--- src/rtl/spi_master_controller.sv ---
// spi_master_controller: SPI master engine, one valid/ready word per chip-select frame
module spi_master_controller #(
   parameter int DATA_WIDTH = 8,
   parameter int CLK_DIV = 2,
   parameter bit CPOL = 1'b0,
   parameter bit CPHA = 1'b0,
   parameter bit MSB_FIRST = 1'b1,
   parameter int C2T_DELAY = 1,
   parameter int T2C_DELAY = 1
) (
   input  logic                  pclk,
   input  logic                  areset,
   input  logic                  tx_valid,
   output logic                  tx_ready,
   input  logic [DATA_WIDTH-1:0] tx_data,
   output logic                  rx_valid,
   output logic [DATA_WIDTH-1:0] rx_data,
   output logic                  busy,
   output logic                  sclk,
   output logic                  cs,
   output logic                  mosi,
   input  logic                  miso
);
   typedef enum logic [1:0] {IDLE, SETUP, TRANSFER, HOLD} state_t;
   state_t state, state_nxt;
   logic [15:0] cnt;
   logic [6:0] ecnt;
   logic [DATA_WIDTH-1:0] tx_sh, rx_sh, tx_nxt;
   logic accept, tog, lead, trail, last_edge, term, sample, shift, done;
   logic data_first, sh_first, nxt_first;
   always_comb begin
      accept = state == IDLE && tx_valid && tx_ready;
      tog = state == TRANSFER && cnt == 16'(CLK_DIV - 1);
      lead = tog && !ecnt[0];
      trail = tog && ecnt[0];
      last_edge = tog && ecnt == 7'(2 * DATA_WIDTH - 1);
      term = state == SETUP ? cnt == 16'(C2T_DELAY - 1) :
             state == HOLD  ? cnt == 16'(T2C_DELAY - 1) : tog;
      sample = CPHA ? trail : lead;
      shift = CPHA ? lead : (trail && !last_edge);
      done = state == HOLD && term;
      tx_nxt = MSB_FIRST ? tx_sh << 1 : tx_sh >> 1;
      data_first = MSB_FIRST ? tx_data[DATA_WIDTH-1] : tx_data[0];
      sh_first = MSB_FIRST ? tx_sh[DATA_WIDTH-1] : tx_sh[0];
      nxt_first = MSB_FIRST ? tx_nxt[DATA_WIDTH-1] : tx_nxt[0];
      state_nxt = state == IDLE     ? (accept ? SETUP : IDLE) :
                  state == SETUP    ? (term ? TRANSFER : SETUP) :
                  state == TRANSFER ? (last_edge ? HOLD : TRANSFER) :
                                      (term ? IDLE : HOLD);
   end
   always_ff @(posedge pclk)
      if (areset) state <= IDLE;
      else state <= state_nxt;
   always_ff @(posedge pclk) begin
      if (areset) begin
         tx_ready <= 1'b0;
         rx_valid <= 1'b0;
         rx_data <= '0;
         busy <= 1'b0;
         sclk <= CPOL;
         cs <= 1'b1;
         mosi <= 1'b0;
         cnt <= '0;
         ecnt <= '0;
         tx_sh <= '0;
         rx_sh <= '0;
      end else begin
         tx_ready <= state_nxt == IDLE;
         rx_valid <= done;
         cnt <= (state == IDLE || term) ? '0 : cnt + 16'd1;
         ecnt <= state != TRANSFER ? '0 : tog ? ecnt + 7'd1 : ecnt;
         sclk <= sclk ^ tog;
         if (accept) begin
            tx_sh <= tx_data;
            cs <= 1'b0;
            busy <= 1'b1;
            mosi <= CPHA ? 1'b0 : data_first;
         end else if (shift) begin
            tx_sh <= tx_nxt;
            mosi <= CPHA ? sh_first : nxt_first;
         end else if (done) begin
            cs <= 1'b1;
            busy <= 1'b0;
            mosi <= 1'b0;
            rx_data <= rx_sh;
         end
         if (sample) rx_sh <= MSB_FIRST ? {rx_sh[DATA_WIDTH-2:0], miso} : {miso, rx_sh[DATA_WIDTH-1:1]};
      end
   end
endmodule

--- config.mk ---
export PLATFORM = sky130hd
export DESIGN_NAME = spi_master_controller
export DESIGN_NICKNAME = d
export VERILOG_FILES = /design/src/rtl/spi_master_controller.sv
export SDC_FILE = /design/constraint.sdc
export NUM_CORES = 1
export LEC_CHECK = 0
export CORE_MARGIN = 2
export CORE_UTILIZATION = 56
export DETAILED_ROUTE_END_ITERATION = 6
export GPL_TIMING_DRIVEN = 0
export PLACE_DENSITY = 0.79
export SETUP_SLACK_MARGIN = 0.4
export SKIP_LAST_GASP = 1
export SYNTH_ARGS = -nofsm -noshare
export SYNTH_HDL_FRONTEND = slang
export SYNTH_SLANG_ARGS = --single-unit
--- constraint.sdc ---
create_clock -name pclk -period 1.8 [get_ports pclk]
set_input_delay 0.36 -clock pclk [delete_from_list [all_inputs] [get_ports pclk]]
set_output_delay 0.36 -clock pclk [all_outputs]
set_load 0.02 [all_outputs]
Word-level counts from Yosys, hierarchy flattened --
Index checks and enable logic that the tools add are counted.
Storage, ports and cells: output and inout bits 14, flip-flop bits (word level) 54, input port bits 12, logic and storage cells 64
Cells by class: multiplexer cells 19, reductions and logical operators 21, eq/ne operators 7, bitwise gates (word level) 3, add/sub/neg operators 2
Operators by type and width (count):
- 16-bit by 1-bit adder with 16-bit output (second input constant) | 1
- 16-bit by 1-bit equality test with 1-bit output (second input constant) | 1
- 16-bit logical NOT | 1
- 7-bit 2-to-1 mux | 2
- 1-bit 2-to-1 mux | 12
- 2-bit 2-to-1 mux | 5
- 1-bit logical AND | 8
- 7-bit by 1-bit adder with 7-bit output (second input constant) | 1
- 7-bit by 4-bit equality test with 1-bit output (second input constant) | 1
- 2-bit equality test (second input constant) | 2
- 2-bit logical NOT | 2
- 2-bit inequality test (second input constant) | 2
- 2-bit nonzero test | 2
- 2-bit OR reduction | 2
- 3-bit AND reduction | 1
- 3-bit nonzero test | 1
- 2-bit by 1-bit equality test with 1-bit output (second input constant) | 1
- 1-bit logical NOT | 2
- 1-bit NOT | 2
- 2-bit AND reduction | 1
- 1-bit logical OR | 1
- 1-bit bitwise XOR | 1

Longest topological paths before layout --
word-level depth 9, mapped depth 8, depth with buffers taken out 6

Worst setup path after synthesis --
OpenSTA, ideal clock, no wires.
path type register to register, start point reg cnt[7], end point reg ecnt[3], setup time 125 ps, buffers on the path 2, required time 1675 ps, data arrival time 1540 ps, period minus slack after synthesis 1666 ps, path slack 134 ps, stages on the path, launching flop included 7, cells stage by stage dfxtp_1 -> nor4_4 -> nand4_4 -> buf_6 -> buf_2 -> o31ai_1 -> a21oi_1
Between the ends: word-level cells in the longest chain between the ends 2
RTL lines:
- start: declaration | line 26 | logic [15:0] cnt;
- start signal: assignment | line 70 | cnt <= (state == IDLE || term) ? '0 : cnt + 16'd1;
- 16-bit by 1-bit equality test with 1-bit output | line 33 | tog = state == TRANSFER && cnt == 16'(CLK_DIV - 1);
- 1-bit logical AND | line 33
- end signal: assignment | line 71 | ecnt <= state != TRANSFER ? '0 : tog ? ecnt + 7'd1 : ecnt;
- end: declaration | line 27 | logic [6:0] ecnt;
Every way passes these cells. A chain may end at the register's enable or synchronous reset.

Worst setup path after layout --
start point reg cnt[11], end point reg sclk
Between the ends: word-level cells in the longest chain between the ends 3
RTL lines:
- 16-bit by 1-bit equality test with 1-bit output | line 33
- 1-bit logical AND | line 33
- 1-bit bitwise XOR | line 72 | sclk <= sclk ^ tog;
- end signal: assignment | line 72
- end: declaration | line 19 | output logic sclk,
Every way passes these cells.

==> flow_summary_export.csv <==
group,metric,value,unit
power,p_seq_frac,0.525,
cts,clock-sinks,54,
timing,timing.final.ws_setup,0.004525,ns
yosys,syn_area,2469,sq um
cells_and_area,nFillCells,259,
die,fp.dieH,70.40,um
drt,remaining_drc_errors,0,
power,power_density,701.6,nW/um^2
cts,cts.hold.buffers_added,0,
timing,finalMaxSlewViolations,0,
worst_hold_path,min_path_cells,2,
power,power.switching,687.9,uW
yosys,async_reset_ff_frac,0,
die,start_util,0.5749,
power,p_int,1703,uW
setup_path,cp_top_family,"simple AND/OR/NAND/NOR gates",
die,core,4294,sq um
grt,grt.total_usage,0.2646,
timing,setup_tns,0,ns
timing,fin_worst_skew,0.01212,ns
placed_design,pre_cts_slack,-0.1039,ns
cells_and_area,multi_input_area,1443,sq um
placed_design,detailed_place_hpwl,3.630,mm
power,leakagePower,0.001159,uW
drt,ant_nets,0,
yosys,ys_seq_area_frac,0.4379,
drt,first_pass_iters,4,
cts,htree_levels,2,
placed_design,place_congestion,0.7767,
cts,cts_max_path_buffers,2,
timing,final-setup-viol-count,0,
worst_hold_path,min-delay-start,"cs",
timing,maxSlewHeadroom,0.6350,
drt,via_per_inst,6.013,
timing,max_freq,0.5570,GHz
grt,grt_pass1_vias,2237,
timing,worstMarginPinSlew,0.5475,ns
setup_path,worstPathMaxFanout,6,
yosys,avgSynthCellArea,8.816,sq um
worst_hold_path,min_path_type,"register to register",
die,die_w,70.40,um
grt,grt_max_degree,20,
cts,cts_tree,"yes",
flow_run,cap_violations,0,
setup_path,path_buf_inv,3,
timing,rsz0062_at_grt,"true",
drt,drt_first_iter_violations,296,
grt,grt-ovfl-total,0,
yosys,synthesis.nets,296,
setup_path,crit_cells,7,
die,row_count,24,
setup_path,reg2reg_depth,7,
power,comb_power_share,0.167,
cells_and_area,utilization,0.7934,
cts,path_clk_slew,0.11,ns
die,ioPinCount,26,
cells_and_area,diodes,0,
setup_path,worstPathArrival,2.05,ns
timing,finalCriticalPeriod,1.795,ns
cts,cts_buffers,5,
setup_path,reg2reg_from,"cnt[11]",
timing,fin_crit_sh,0.9975,
yosys,yosys.cell_types.count,38,
setup_path,worstPathRequired,2.05,ns
cells_and_area,regArea,1110,sq um
setup_path,start_kind,"register",
setup_path,critical-path-slowest-cell,"dfxtp_4",
setup_path,r2r_slack,0.005,ns
drt,wirelength,6.713,mm
setup_path,cp-end-kind,"register",
yosys,yosys_warnings,0,
grt,antenna_found_initial,0,
cells_and_area,area_delta_synth_final,38.01,%
yosys,synth-seq-cells,54,
grt,grt_pass1_wl,10.61,mm
setup_path,crit_chain,"nor4_4 -> buf_4 -> nand4_4 -> buf_12 -> clkbuf_16 -> or3_1 -> a21oi_1",
run_status,status,"finished clean",
power,ir_worst_vdd,0.6273,mV
power,clockPowerShare,0.308,
cts,root_buffer,"clkbuf_8",
setup_path,critPathMaxStageDelay,0.37,ns
placed_design,port_buffers,24,
yosys,synth_ff_type,"dfxtp_1",
drt,drt-wirelength-per-cell,17.13,um
cts,insertion_delay,0.32,ns
timing,hold_violations,0,
cells_and_area,nets,355,
cells_and_area,layout-drive-gt1-share,0.2824,
setup_path,critPathKind,"register to register",
yosys,synth-edff-count,0,
yosys,synthCells,280,
setup_path,r2r_end,"sclk",
drt,vias,2357,
die,die-area,4955,sq um
power,switching_share,0.2878,
worst_hold_path,hold_end,"cs",
==> stage by stage <==
| step | hold slack, ns | cells | instance area [sq um] | power [uW] |
|---|---|---|---|---|
| global placement | 0.4330 | 356 | 2858 | 1582 |
| CTS | 0.4551 | 387 | 3267 | 2366 |
| global route | 0.4848 | 392 | 3407 | 2466 |
| finish | 0.4582 | 392 | 3407 | 2390 |
| detailed placement | 0.4430 | 356 | 2858 | 1587 |
| floorplan | 0.4442 | 280 | 2552 | 1480 |
==> logic make-up (layout without fill, tap and decap cells) <==
logic type                 after synthesis  count (layout)  synth area share
muxes                                    8               8           0.03244
and+or+nand+nor                        120             120            0.2808
adders and majority gates                4               4           0.02027
xor gates and xnor gates                15              15           0.05322
AOI/OAI and AO/OA                       56              56            0.1348
buffers and inverters                   23              83           0.04054
DFF                                     54              54            0.4379
==> per-layer routing <==
layer  GRT usage  wire (um)  up-vias
li1            -          -     1124
met1      0.3488       2903     1127
met2      0.4340       3323       84
met3     0.05339        338       22
met4     0.08547        146        0
met5           0          0        -
==> worst reg2reg max path: stages (launching register included) <==
cell and delay, ns:
dfxtp_4 0.37, nor4_4 0.25, buf_4 0.18, nand4_4 0.13, buf_12 0.17, clkbuf_16 0.15, or3_1 0.32, a21oi_1 0.16
==> state kept, by name, indices dropped and copies added, names as in the netlist <==
name      cells
busy          1
cnt          16
cs            1
ecnt          7
mosi          1
rx_data       8
rx_sh         8
rx_valid      1
sclk          1
state         2
tx_ready      1
tx_sh         7
==> synth_stat cells, types with 2 or more instances <==
master | n | area (sq um)
o211ai_1 | 8 | 60.06
xor2_1 | 2 | 17.52
dfxtp_1 | 54 | 1081
a21oi_1 | 20 | 100.1
o21ai_0 | 14 | 70.07
o21a_1 | 2 | 15.01
nor4_4 | 3 | 63.81
or3_1 | 11 | 68.82
nor2_1 | 25 | 93.84
or4_1 | 2 | 15.01
nor3_1 | 7 | 35.03
a31oi_1 | 6 | 37.54
mux2i_1 | 8 | 80.08
clkbuf_1 | 11 | 41.29
o31ai_1 | 2 | 15.01
ha_1 | 4 | 50.05
xnor2_1 | 13 | 113.9
nand4_1 | 7 | 43.79
nand3_1 | 24 | 120.1
buf_2 | 5 | 25.02
and3_1 | 3 | 18.77
and4_1 | 2 | 17.52
nand2b_1 | 9 | 56.30
nand2_1 | 15 | 56.30
nor4_1 | 5 | 31.28
inv_1 | 6 | 22.52
==> placed cells by master, fill, tap and decap left out, drive strengths merged, types with 2 or more instances in the layout <==
cell,netlist,final
o21a,2,2
or4,2,2
dlygate4sd2,0,8
clkdlybuf4s50,0,10
mux2i,8,8
o211ai,8,8
clkbuf,11,20
xnor2,13,13
ha,4,4
a21oi,20,20
xor2,2,2
dfxtp,54,54
a31oi,6,6
clkdlybuf4s15,0,4
nor4,8,8
nand3,24,24
nand2b,9,9
or3,11,11
nand2,15,15
nand4,8,8
o21ai,15,15
and4,2,2
inv,6,9
and3,3,3
nor2,25,25
buf,6,31
nor3,7,7
o31ai,2,2
==> how the worst max path moves through the flow <==
| stage | startpoint | slack, ns | end |
|---|---|---|---|
| detailed placement | cnt[10] | -0.10 | cnt[4] |
| finish | cnt[11] | 0.005 | sclk |
| floorplan | cnt[10] | 0.19 | ecnt[4] |
| global route | cnt[5] | -0.1 | ecnt[4] |
| CTS | cnt[11] | 0.07 | mosi |
| global placement | cnt[10] | -0.04 | cnt[3] |
==> power groups by stage <==
| stage | clock network [uW] | logic [uW] | registers, uW |
|---|---|---|---|
| after floorplan | 0 | 183 | 1300 |
| after global placement | 0 | 297 | 1290 |
| after detailed placement | 0 | 301 | 1290 |
| after CTS | 732 | 380 | 1250 |
| after global routing | 775 | 431 | 1260 |
| final | 735 | 399 | 1260 |
==> timing repair <==
| action | CTS | global route |
|---|---|---|
| endpoints found under the setup margin | 68 | 60 |
| endpoints found under the hold margin | 0 | 0 |
| gates resized for setup | 59 | 31 |
| setup buffers | 20 | 3 |
| cloned | 3 | 2 |
| pin swaps | 24 | 12 |
==> final cells by class <==
class | instances | area share
Multi-Input combinational cell | 203 | 0.4234
Inverter | 6 | 0.007345
Timing Repair Buffer | 52 | 0.1564
Clock inverter | 3 | 0.007712
Tap cell | 52 | 0.01910
Clock buffer | 5 | 0.02020
Buffer | 17 | 0.04003
Sequential cell | 54 | 0.3257
Power figures use the tool's default switching activity.
